## src/rtl/kgp_risc_pkg.sv

```systemverilog
// rtl/kgp_risc_pkg.sv - shared KGP-RISC datapath constants and write-back request type
package kgp_risc_pkg;

  localparam int DATA_W = 32;
  localparam int ADDR_W = 5;
  localparam int NREGS  = 32;

  localparam logic [ADDR_W-1:0] REG_ZERO = 5'd0;

  typedef struct packed {
    logic              valid;
    logic [ADDR_W-1:0] addr;
    logic [DATA_W-1:0] data;
  } wb_req_t;

  function automatic logic req_hit(input wb_req_t req, input logic [ADDR_W-1:0] addr);
    return req.valid && (req.addr == addr);
  endfunction

endpackage

```

## src/rtl/reg_file_wb_buf.sv

```systemverilog
// rtl/reg_file_wb_buf.sv - one-entry pending write buffer: capture, commit strobe, flush, read-port match
module reg_file_wb_buf
  import kgp_risc_pkg::*;
(
  input  logic              clk,
  input  logic              rst,
  input  logic              i_wr_en,
  input  logic [ADDR_W-1:0] i_wr_addr,
  input  logic [DATA_W-1:0] i_wr_data,
  input  logic              i_flush,
  input  logic [ADDR_W-1:0] i_rs_addr,
  input  logic [ADDR_W-1:0] i_rt_addr,
  output wb_req_t           o_pend,
  output logic              o_commit,
  output logic              o_rs_hit,
  output logic              o_rt_hit
);

  wb_req_t r_pend;
  logic    w_capture;

  // Writes to the zero register are dropped here so they never appear as pending.
  assign w_capture = i_wr_en && (i_wr_addr != REG_ZERO) && !i_flush;

  always_ff @(posedge clk or negedge rst) begin
    if (!rst) begin
      r_pend <= '0;
    end else if (w_capture) begin
      r_pend <= {1'b1, i_wr_addr, i_wr_data};
    end else begin
      r_pend.valid <= 1'b0;
    end
  end

  assign o_pend   = r_pend;
  assign o_commit = r_pend.valid && !i_flush;
  assign o_rs_hit = req_hit(r_pend, i_rs_addr);
  assign o_rt_hit = req_hit(r_pend, i_rt_addr);

endmodule

```

## src/rtl/reg_file_wb.sv

```systemverilog
// rtl/reg_file_wb.sv - 32-entry write-back register file, two combinational read ports; REGFILE_BYPASS_EN enables pending-write bypass
module reg_file_wb #(
  parameter int DATA_W = kgp_risc_pkg::DATA_W,
  parameter int ADDR_W = kgp_risc_pkg::ADDR_W,
  parameter int NREGS  = kgp_risc_pkg::NREGS
) (
  input  logic              clk,
  input  logic              rst,
  input  logic [ADDR_W-1:0] rs_addr,
  input  logic [ADDR_W-1:0] rt_addr,
  output logic [DATA_W-1:0] rs_data,
  output logic [DATA_W-1:0] rt_data,
  input  logic              wr_en,
  input  logic [ADDR_W-1:0] wr_addr,
  input  logic [DATA_W-1:0] wr_data,
  input  logic              flush,
  output logic              pend_valid,
  output logic [ADDR_W-1:0] pend_addr
);

  import kgp_risc_pkg::*;

  logic [DATA_W-1:0] r_regs [NREGS];

  wb_req_t w_pend;
  logic    w_commit;
  logic    w_rs_hit;
  logic    w_rt_hit;
  logic    w_rs_byp;
  logic    w_rt_byp;

  reg_file_wb_buf u_buf (
    .clk       (clk),
    .rst       (rst),
    .i_wr_en   (wr_en),
    .i_wr_addr (wr_addr),
    .i_wr_data (wr_data),
    .i_flush   (flush),
    .i_rs_addr (rs_addr),
    .i_rt_addr (rt_addr),
    .o_pend    (w_pend),
    .o_commit  (w_commit),
    .o_rs_hit  (w_rs_hit),
    .o_rt_hit  (w_rt_hit)
  );

`ifdef REGFILE_BYPASS_EN
  assign w_rs_byp = w_rs_hit;
  assign w_rt_byp = w_rt_hit;
`else
  // Without bypass the match is left to external hazard logic via pend_valid/pend_addr.
  logic w_unused_hits;
  assign w_unused_hits = w_rs_hit ^ w_rt_hit;
  assign w_rs_byp      = 1'b0;
  assign w_rt_byp      = 1'b0;
`endif

  always_ff @(posedge clk or negedge rst) begin
    if (!rst) begin
      for (int i = 0; i < NREGS; i++) begin
        r_regs[i] <= '0;
      end
    end else if (w_commit) begin
      r_regs[w_pend.addr] <= w_pend.data;
    end
  end

  always_comb begin
    rs_data = r_regs[rs_addr];
    if (rs_addr == REG_ZERO) begin
      rs_data = '0;
    end else if (w_rs_byp) begin
      rs_data = w_pend.data;
    end
  end

  always_comb begin
    rt_data = r_regs[rt_addr];
    if (rt_addr == REG_ZERO) begin
      rt_data = '0;
    end else if (w_rt_byp) begin
      rt_data = w_pend.data;
    end
  end

  assign pend_valid = w_pend.valid;
  assign pend_addr  = w_pend.addr;

endmodule

```

## config.mk

```make
export PLATFORM = sky130hd
export DESIGN_NAME = reg_file_wb
export DESIGN_NICKNAME = d
export VERILOG_FILES = /design/src/rtl/kgp_risc_pkg.sv /design/src/rtl/reg_file_wb_buf.sv /design/src/rtl/reg_file_wb.sv
export SDC_FILE = /design/constraint.sdc
export NUM_CORES = 2
export LEC_CHECK = 0
export CAP_MARGIN = 20
export CORE_MARGIN = 1.5
export CORE_UTILIZATION = 49
export CTS_CLUSTER_SIZE = 12
export DETAILED_ROUTE_END_ITERATION = 6
export MAX_ROUTING_LAYER = met4
export PLACE_DENSITY = 0.67
export SLEW_MARGIN = 20
export SYNTH_ARGS = -nofsm -noshare
export SYNTH_HDL_FRONTEND = slang
export SYNTH_SLANG_ARGS = --single-unit
```

## constraint.sdc

```tcl
create_clock -name clk -period 2.1 [get_ports clk]
set_input_delay 0.21 -clock clk [delete_from_list [all_inputs] [get_ports clk]]
set_output_delay 0.21 -clock clk [all_outputs]
set_load 0.02 [all_outputs]
```

==> flow_summary.yaml <==
critical_path:
  rr_worst_depth: 5
  path_max_fanout: 2
  crit_arrival_ns: 2.56
  critical_path_class: "register to primary output"
  cp-start-kind: "register"
  worstPathRequired_ns: 1.89
  endpoint_kind: "primary output"
clock_network:
  cts_root_buf: "clkbuf_16"
  cts_buffers: 115
  cts_htree_levels: 3
  clockBufferDepth: 3
  clk_latency_ns: 0.73
  path_clk_slew_ns: 0.06
  cts_tree: "built"
  cts.sinks: 1062
layout:
  final_nets: 4251
  syn2layout_area_growth_pct: 24.1
  mostFrequentLayoutCells: "dfrtp_1, mux2_2, buf_4"
  drive_gt1_share_pct: 62.4
  final_common_cell: "dfrtp_1"
  fillers: 8489
grt:
  grt_overflow_total: 0
  grt_pass1_vias: 40000
  grt_max_degree: 83
  grt_pass1_wl_um: 282000
  antenna_found_initial: 5
  grt_usage_pct: 34.2
power_and_ir_drop:
  peakVddDrop_v: 0.000718
  swShare_pct: 28.1
  p_clk_share_pct: 34.3
  p_leak_nw: 32.1
  comb_power_share_pct: 20.9
  seq_power_share_pct: 44.8
  p_switching_mw: 16.6
  internal_power_mw: 42.5
  totalPowerFinal_mw: 59.1
  power_density_mw_per_mm2: 842
synth:
  synth_compound_area_share_pct: 4.74
  syn_nets: 3766
  synth_top_family_by_area: "multiplexers"
  synth_ff_type: "dfrtp_1"
  syn_avg_cell_area_um2: 15.2
  synth_edf_count: 0
  synth_warnings: 0
  synth-seq-cells: 1062
  synth_xor_xnor_area_share_pct: 0
  seq_area_frac_synth_pct: 47.0
  synthAdderAreaFrac_pct: 0
  postSynth.asyncResetShare_pct: 100
  ys_types: 41
  synth.cell_area_mm2: 0.0565
  synth-simple-area-share_pct: 1.77
  synthMuxAreaShare_pct: 42.4
  synthCells: 3715
route:
  wl_per_cell_um: 33.4
  drc_errors: 0
  dr_total_vias: 38900
  drt_pre_antenna_iters: 5
  dr.first_iter.drc_count: 4186
  wl_um: 194000
  postRouteAntennaNets: 0
  via_per_inst: 6.71
timing:
  hold_slack_ns: 0.0324
  setup_ws_ns: -0.666
  timing.fmax_mhz: 361
  finalSetupViolCount: 64
  post-route-min-period_ns: 2.77
  slew_viol_final: 0
  rsz0062_at_grt: "yes"
  worst_pin_slew_ns: 1.13
  period_share_pct: 132
  maxSlewHeadroom_pct: 24.6
  clock_skew_ns: 0.0192
  hold_viol_final: 0
die:
  fp.dieH_um: 343
  die_w_um: 343
  start_util_pct: 49.4
  core_area_mm2: 0.114
  rows: 124
  pin_count: 121
  dieArea_mm2: 0.117
placement:
  hpwl_um: 128000
  pre_cts_ws_ns: -1.16
  gp_congestion: 0.902
  io_buffers: 120
outcome:
  status: "finished with violations"
  violations: "negative setup slack"
flow_run:
  cap_violations: 0
min_path:
  hp-class: "input pin to async pin"
==> area by class of cell <==
type | count | area (µm²) | share of cell area, %
antenna | 3 | 7.51 | 0.0107
clock buffer | 177 | 3440 | 4.91
clock inverter | 29 | 279 | 0.398
inverter | 4 | 20.0 | 0.0285
multi-input combinational | 2243 | 29500 | 42.1
sequential | 1062 | 26600 | 37.9
tap | 1512 | 1890 | 2.70
timing repair buffer | 774 | 8370 | 11.9
==> critical path, stage by stage (launching register included) <==
cell      delay, ns
dfrtp_1        0.39
buf_6          0.12
mux4_2         0.45
mux2_4         0.28
o21ai_2        0.14
a311oi_2       0.08
buf_4          0.23
buf_6          0.13
==> worst paths after layout <==
| check | slack [ns] | to | startpoint |
|---|---|---|---|
| min in group clk | 0.06 | u_buf.o_pend[32] | wr_addr[0] |
| setup reg to reg | 0.08 | r_regs[534] | u_buf.o_pend[33] |
| hold reg to reg | 0.50 | r_regs[66] | r_regs[66] |
| setup / recovery | -0.67 | rs_data[11] | r_regs[811] |
| hold / removal | 0.03 | r_regs[955] | rst |
| max in group asynchronous | 1.05 | r_regs[675] | rst |
==> routing by layer <==
layer  part of all wire [%]  vias up  global-route usage (%)
met4                    4.8        0                    14.1
met1                     41    21000                    46.1
met3                    9.4      527                    7.78
li1                       -    15400                       -
met5                      0        -                       -
met2                     45     1994                    49.9
==> power by group through the flow <==
stage          Combinational [mW]  Clock (mW)  Sequential, mW
2_1_floorplan                7.89           0            25.2
3_3_place_gp                 11.0           0            26.5
3_5_place_dp                 11.2           0            26.7
4_1_cts                      11.9        20.5            26.4
5_1_grt                      13.0        21.3            26.8
6_report                     12.3        20.3            26.5
==> flip-flops by register name, summed over array words and instances (netlist names) <==
register / count
r_regs: 1024
u_buf.o_pend: 38
==> per-stage QoR <==
stage | TNS [ns] | utilization [%] | cell area, µm² | cells
2_1_floorplan | 0 | - | 56500 | 3715
3_3_place_gp | -119.05 | 56.1 | 64200 | 5573
3_5_place_dp | -129.54 | 56.1 | 64200 | 5573
4_1_cts | -32.38 | 60.5 | 69200 | 5779
5_1_grt | -34.13 | 61.3 | 70100 | 5804
6_report | -31.36 | 61.3 | 70100 | 5804
==> synth_stat cells (4+ instances only) <==
cell / n / area (µm²)
nor3b_2: 4 / 50.1
buf_4: 67 / 503
nor2_4: 4 / 45.0
a211oi_1: 64 / 480
mux2_1: 78 / 878
nand3b_1: 4 / 30.0
o2111ai_1: 16 / 140
o21ai_1: 89 / 445
mux4_2: 447 / 10100
a22oi_1: 64 / 480
mux2_2: 1042 / 11700
nand2_1: 60 / 225
nor2_1: 12 / 45.0
buf_2: 151 / 756
dfrtp_1: 1062 / 26600
buf_6: 38 / 428
o21ai_0: 24 / 120
mux2i_1: 128 / 1280
nor2b_1: 67 / 419
and2_1: 4 / 25.0
a221oi_1: 47 / 412
clkbuf_1: 146 / 548
nor2_2: 8 / 50.1
a311oi_1: 64 / 561
==> cells by family (layout without fill, tap and decap cells) <==
family                 Yosys count  count (layout)
multiplexers                  1696            1696
buffers and inverters          410             984
AND/OR/NAND/NOR                176             176
other                            0               3
flip-flops                    1062            1062
AO/OA/AOI/OAI                  371             371
==> what timing repair did <==
item | CTS | global route
setup endpoints to repair | 281 | 178
cloned | 1 | 3
hold endpoints to repair | 691 | 0
pin swaps | 71 | 49
gates resized for setup | 438 | 117
hold buffers | 1 | 0
setup buffers | 21 | 17
Note: power is estimated with default switching activity, not from simulation.
